File: src/rtl/sar_result_fifo.sv
`default_nettype none
// ============================================================================
// Module      : sar_result_fifo
// Description : Captures SAR conversion codes on each EOC rising edge, tags
//               them with a wrapping sequence number and buffers them in a
//               show-ahead FIFO drained through a valid/ready port.
// Revision    : 1.0 - initial release
// ============================================================================
module sar_result_fifo #(
    parameter int BIT_ADC = 6,
    parameter int DEPTH   = 8,
    parameter int TAG_W   = 4
) (
    input  logic                       CLK,
    input  logic                       XRST,
    input  logic                       EN,
    input  logic                       EOC,
    input  logic [BIT_ADC-1:0]         ADC_DATA,
    input  logic                       RD_READY,
    output logic                       RD_VALID,
    output logic [BIT_ADC-1:0]         RD_DATA,
    output logic [TAG_W-1:0]           RD_TAG,
    output logic [$clog2(DEPTH):0]     LEVEL,
    output logic                       OVF,
    input  logic                       OVF_CLR
);

    localparam int c_PTR_W   = $clog2(DEPTH);
    localparam int c_LVL_W   = c_PTR_W + 1;
    localparam int c_ENTRY_W = TAG_W + BIT_ADC;
    localparam logic [c_LVL_W-1:0] c_FULL = c_LVL_W'(DEPTH);

    logic [c_ENTRY_W-1:0] r_mem [DEPTH];
    logic [c_PTR_W-1:0]   r_wr_ptr;
    logic [c_PTR_W-1:0]   r_rd_ptr;
    logic [c_LVL_W-1:0]   r_level;
    logic [TAG_W-1:0]     r_tag_cnt;
    logic                 r_eoc_d;
    logic                 r_ovf;

    logic                 w_valid;
    logic                 w_full;
    logic                 w_cap;
    logic                 w_pop;
    logic                 w_push;
    logic                 w_drop;
    logic [c_ENTRY_W-1:0] w_head;

    assign w_valid = (r_level != '0);
    assign w_full  = (r_level == c_FULL);
    assign w_cap   = EN & EOC & ~r_eoc_d;
    assign w_pop   = w_valid & RD_READY;
    // A pop frees the slot at the same edge, so a full FIFO can still accept.
    assign w_push  = w_cap & (~w_full | w_pop);
    assign w_drop  = w_cap & w_full & ~w_pop;

    always_ff @(posedge CLK or negedge XRST) begin
        if (!XRST) begin
            r_eoc_d   <= 1'b0;
            r_wr_ptr  <= '0;
            r_rd_ptr  <= '0;
            r_level   <= '0;
            r_tag_cnt <= '0;
            r_ovf     <= 1'b0;
        end else begin
            r_eoc_d <= EOC;
            if (w_cap) begin
                r_tag_cnt <= r_tag_cnt + 1'b1;
            end
            if (w_push) begin
                r_wr_ptr <= r_wr_ptr + 1'b1;
            end
            if (w_pop) begin
                r_rd_ptr <= r_rd_ptr + 1'b1;
            end
            if (w_push && !w_pop) begin
                r_level <= r_level + 1'b1;
            end else if (w_pop && !w_push) begin
                r_level <= r_level - 1'b1;
            end
            // Overflow set takes priority over a coincident clear.
            if (w_drop) begin
                r_ovf <= 1'b1;
            end else if (OVF_CLR) begin
                r_ovf <= 1'b0;
            end
        end
    end

    always_ff @(posedge CLK) begin
        if (w_push) begin
            r_mem[r_wr_ptr] <= {r_tag_cnt, ADC_DATA};
        end
    end

    // Storage is not reset, so the head is masked while the FIFO is empty.
    assign w_head   = w_valid ? r_mem[r_rd_ptr] : '0;
    assign RD_VALID = w_valid;
    assign RD_DATA  = w_head[BIT_ADC-1:0];
    assign RD_TAG   = w_head[c_ENTRY_W-1:BIT_ADC];
    assign LEVEL    = r_level;
    assign OVF      = r_ovf;

endmodule
`default_nettype wire
File: config.mk
export PLATFORM = sky130hd
export DESIGN_NAME = sar_result_fifo
export DESIGN_NICKNAME = d
export VERILOG_FILES = /design/src/rtl/sar_result_fifo.sv
export SDC_FILE = /design/constraint.sdc
export NUM_CORES = 1
export LEC_CHECK = 0
export CORE_MARGIN = 10
export CORE_UTILIZATION = 39
export CTS_BUF_LIST = sky130_fd_sc_hd__clkbuf_2
export CTS_CLUSTER_SIZE = 20
export DETAILED_ROUTE_END_ITERATION = 8
export HOLD_SLACK_MARGIN = 0.08
export PLACE_DENSITY = 0.66
export SLEW_MARGIN = 20
export SYNTH_ARGS = -nofsm -noshare
export SYNTH_HDL_FRONTEND = slang
export SYNTH_SLANG_ARGS = --single-unit
File: constraint.sdc
create_clock -name CLK -period 2.7 [get_ports CLK]
set_clock_uncertainty 0.2 [all_clocks]
set_input_delay 0.54 -clock CLK [delete_from_list [all_inputs] [get_ports CLK]]
set_output_delay 0.54 -clock CLK [all_outputs]
set_load 0.05 [all_outputs]
==> flow_summary.json <==
{
  "status": "finished with violations",
  "violations": "negative setup slack",
  "first_global_vias": 2238,
  "drc": 0,
  "rsz0062_at_grt": "true",
  "path_clk_slew_ns": 0.23,
  "crit_fanout": 5,
  "rows": 36,
  "rr_worst_depth": 9,
  "fmax_ghz": 0.344,
  "place_inst": 378,
  "cts_root_buf": "clkbuf_2",
  "holdPathEnd": "r_eoc_d$_DFF_PN0_",
  "cp-start-kind": "flip-flop",
  "vias": 2036,
  "syn_to_final_growth_pct": 21.9,
  "yosys_warnings": 0,
  "crit_type": "flip-flop to primary output",
  "clk_latency_ns": 0.51,
  "final_hold_viol_count": 0,
  "finalNonFillerCells": 400,
  "tightest_slew_ns": 0.506,
  "grt_usage_pct": 10.8,
  "crit-reg2reg-launch": "LEVEL[2]$_DFFE_PN0P_",
  "htreeDepth": 3,
  "finalSetupViolCount": 11,
  "clk_path_buf_depth": 2,
  "antenna_found_initial": 0,
  "layout_commonest_cell": "edfxtp_1",
  "grt_pass1_wl_um": 11900,
  "ant_nets": 0,
  "die_x_um": 120,
  "layout-drive-gt1-share_pct": 35.2,
  "vias_per_cell": 5.09,
  "total_power_mw": 5.05,
  "core_area_um2": 9730,
  "wire_per_inst_um": 18.2,
  "dp_hpwl_um": 4620,
  "netlist_area_um2": 3880,
  "cts_tree": "built",
  "seq_area_frac_synth_pct": 72.1,
  "overflow": 0,
  "final_cell_mix": "80 x edfxtp_1, 27 x buf_4, 20 x mux4_2",
  "maxSlewViolCount": 0,
  "crit_arrival_ns": 2.16,
  "synth_cell_types": 36,
  "numCtsBuffers": 9,
  "cp.required_ns": 1.96,
  "clock-sinks": 96,
  "cap_violations": 0,
  "irDropWorstVdd_uv": 680,
  "crit_path_end_kind": "primary output",
  "syn_nets": 220,
  "initial_core_util_pct": 39.9,
  "fill_cells": 865,
  "final_cell_area_um2": 4740,
  "max_slew_margin_pct": 66.2,
  "synth_area_per_cell_um2": 19.3,
  "die_area_um2": 14400,
  "final_nets": 282,
  "worstHoldPathType": "primary input to flip-flop",
  "syn_inst": 201,
  "period_needed_ns": 2.90,
  "gp_congestion": 0.823,
  "utilization_pct": 48.7,
  "yosys_register_bits": 96,
  "powerDensity_nw_per_um2": 1070,
  "dpl_cell_area_um2": 4530,
  "n_antenna_cell": 0,
  "io_buffers": 27,
  "min_period_over_period_pct": 108,
  "reg2reg_slack_ns": -0.03,
  "min-delay-start": "EOC",
  "hold_ws_ns": 0.284,
  "setup_tns_ns": -1.85,
  "grt_max_degree": 21,
  "die_h_um": 120,
  "holdPathStages": 1,
  "drt_pass1_iterations": 4,
  "setup_ws_ns": -0.204,
  "reg2reg_to": "LEVEL[3]$_DFFE_PN0P_",
  "wirelength_um": 7270,
  "first_iter_violations": 115,
  "top_level_ports": 28,
  "leakagePower_nw": 1.67,
  "pre_cts_slack_ns": -0.213
}
[report_power, final]
part / leakage [nW] / switching (mW) / total, mW / internal, mW
clock network: 0.0577 / 0.444 / 0.568 / 0.124
logic: 0.695 / 1.32 / 2.44 / 1.12
registers: 0.913 / 0.205 / 2.04 / 1.84
total: 1.67 / 1.97 / 5.05 / 3.08
[critical path: stages, from the launching register on]
cell     delay [ns]
dfrtp_2        0.45
or4_4          0.59
and2_4         0.22
a22o_1         0.24
buf_6          0.15
[area by class of cell]
cell class                 instances  area, µm²  share of cell area (%)
clock buffer                       9       45.0                   0.951
tap                              133        166                    3.51
sequential                        96       2810                    59.3
timing repair buffer              58        562                    11.9
inverter                           3       13.8                   0.291
multi-input combinational         95       1100                    23.1
clock inverter                     6       45.0                   0.951
[per-layer routing]
layer | part of all wire (%) | global-route usage [%]
met5 | 0 | 0
met2 | 50 | 18.2
met4 | 0.99 | 2.94
met3 | 6.4 | 3.80
met1 | 42 | 13.0
[how the worst max path moves through the flow]
| stage | start | endpoint | slack, ns | cells past startpoint |
|---|---|---|---|---|
| after floorplan | LEVEL[3]$_DFFE_PN0P_ | LEVEL[3]$_DFFE_PN0P_ | -0.08 | 9 |
| after global placement | EOC | LEVEL[3]$_DFFE_PN0P_ | -0.12 | 10 |
| after detailed placement | EOC | LEVEL[3]$_DFFE_PN0P_ | -0.21 | 10 |
| after CTS | LEVEL[2]$_DFFE_PN0P_ | RD_TAG[3] | -0.25 | 4 |
| after global routing | LEVEL[2]$_DFFE_PN0P_ | RD_DATA[3] | -0.31 | 4 |
| final | LEVEL[2]$_DFFE_PN0P_ | RD_DATA[0] | -0.20 | 4 |
[synth_stat cells]
cell type | instances | area [µm²]
nand2_1 | 8 | 30.0
nand3b_1 | 2 | 15.0
buf_6 | 2 | 22.5
inv_1 | 2 | 7.51
nor2b_4 | 1 | 13.8
mux2i_1 | 1 | 10.0
or3_1 | 2 | 12.5
mux2_2 | 2 | 22.5
fa_1 | 1 | 20.0
a22o_1 | 10 | 87.6
nor2_1 | 3 | 11.3
clkbuf_1 | 4 | 15.0
nand3_1 | 3 | 15.0
o211ai_1 | 3 | 22.5
o32ai_1 | 1 | 8.76
or4_1 | 2 | 15.0
mux4_2 | 20 | 450
mux2_1 | 1 | 11.3
a21oi_1 | 2 | 10.0
and2_4 | 1 | 8.76
buf_2 | 3 | 15.0
xnor2_1 | 8 | 70.1
and3b_1 | 1 | 8.76
dfrtp_1 | 16 | 400
o21ai_0 | 1 | 5.00
ha_1 | 6 | 75.1
nand4_1 | 1 | 6.26
inv_2 | 1 | 3.75
nor4_1 | 1 | 6.26
edfxtp_1 | 80 | 2400
o211a_1 | 1 | 10.0
xor2_1 | 1 | 8.76
nor3_1 | 5 | 25.0
nand2b_1 | 3 | 18.8
o21ai_2 | 1 | 8.76
a2111o_1 | 1 | 11.3
[registers in the layout (all words and copies together), names as in the netlist]
signal,count
r_mem,80
LEVEL,4
r_tag_cnt,4
r_rd_ptr,3
r_wr_ptr,3
OVF,1
r_eoc_d,1
[repair_timing]
action                                 4_1_cts  5_1_grt
hold buffers                                 1        0
endpoints found under the hold margin       16        0
gates resized for setup                     13        3
setup endpoints to repair                   11       14
buffers inserted                             4        1
pin swaps                                    2        1
gates cloned                                 2        0
[kinds of logic (layout without fill, tap and decap cells)]
family	Yosys count	in the layout	synth area share (%)
fa+ha+maj	7	7	2.45
compound gates	20	20	4.22
mux	24	24	12.7
simple gates	33	35	4.80
buf+inv	12	76	1.64
xor+xnor	9	9	2.03
flops	96	96	72.1
No activity file was read; power rests on OpenSTA's default activity.
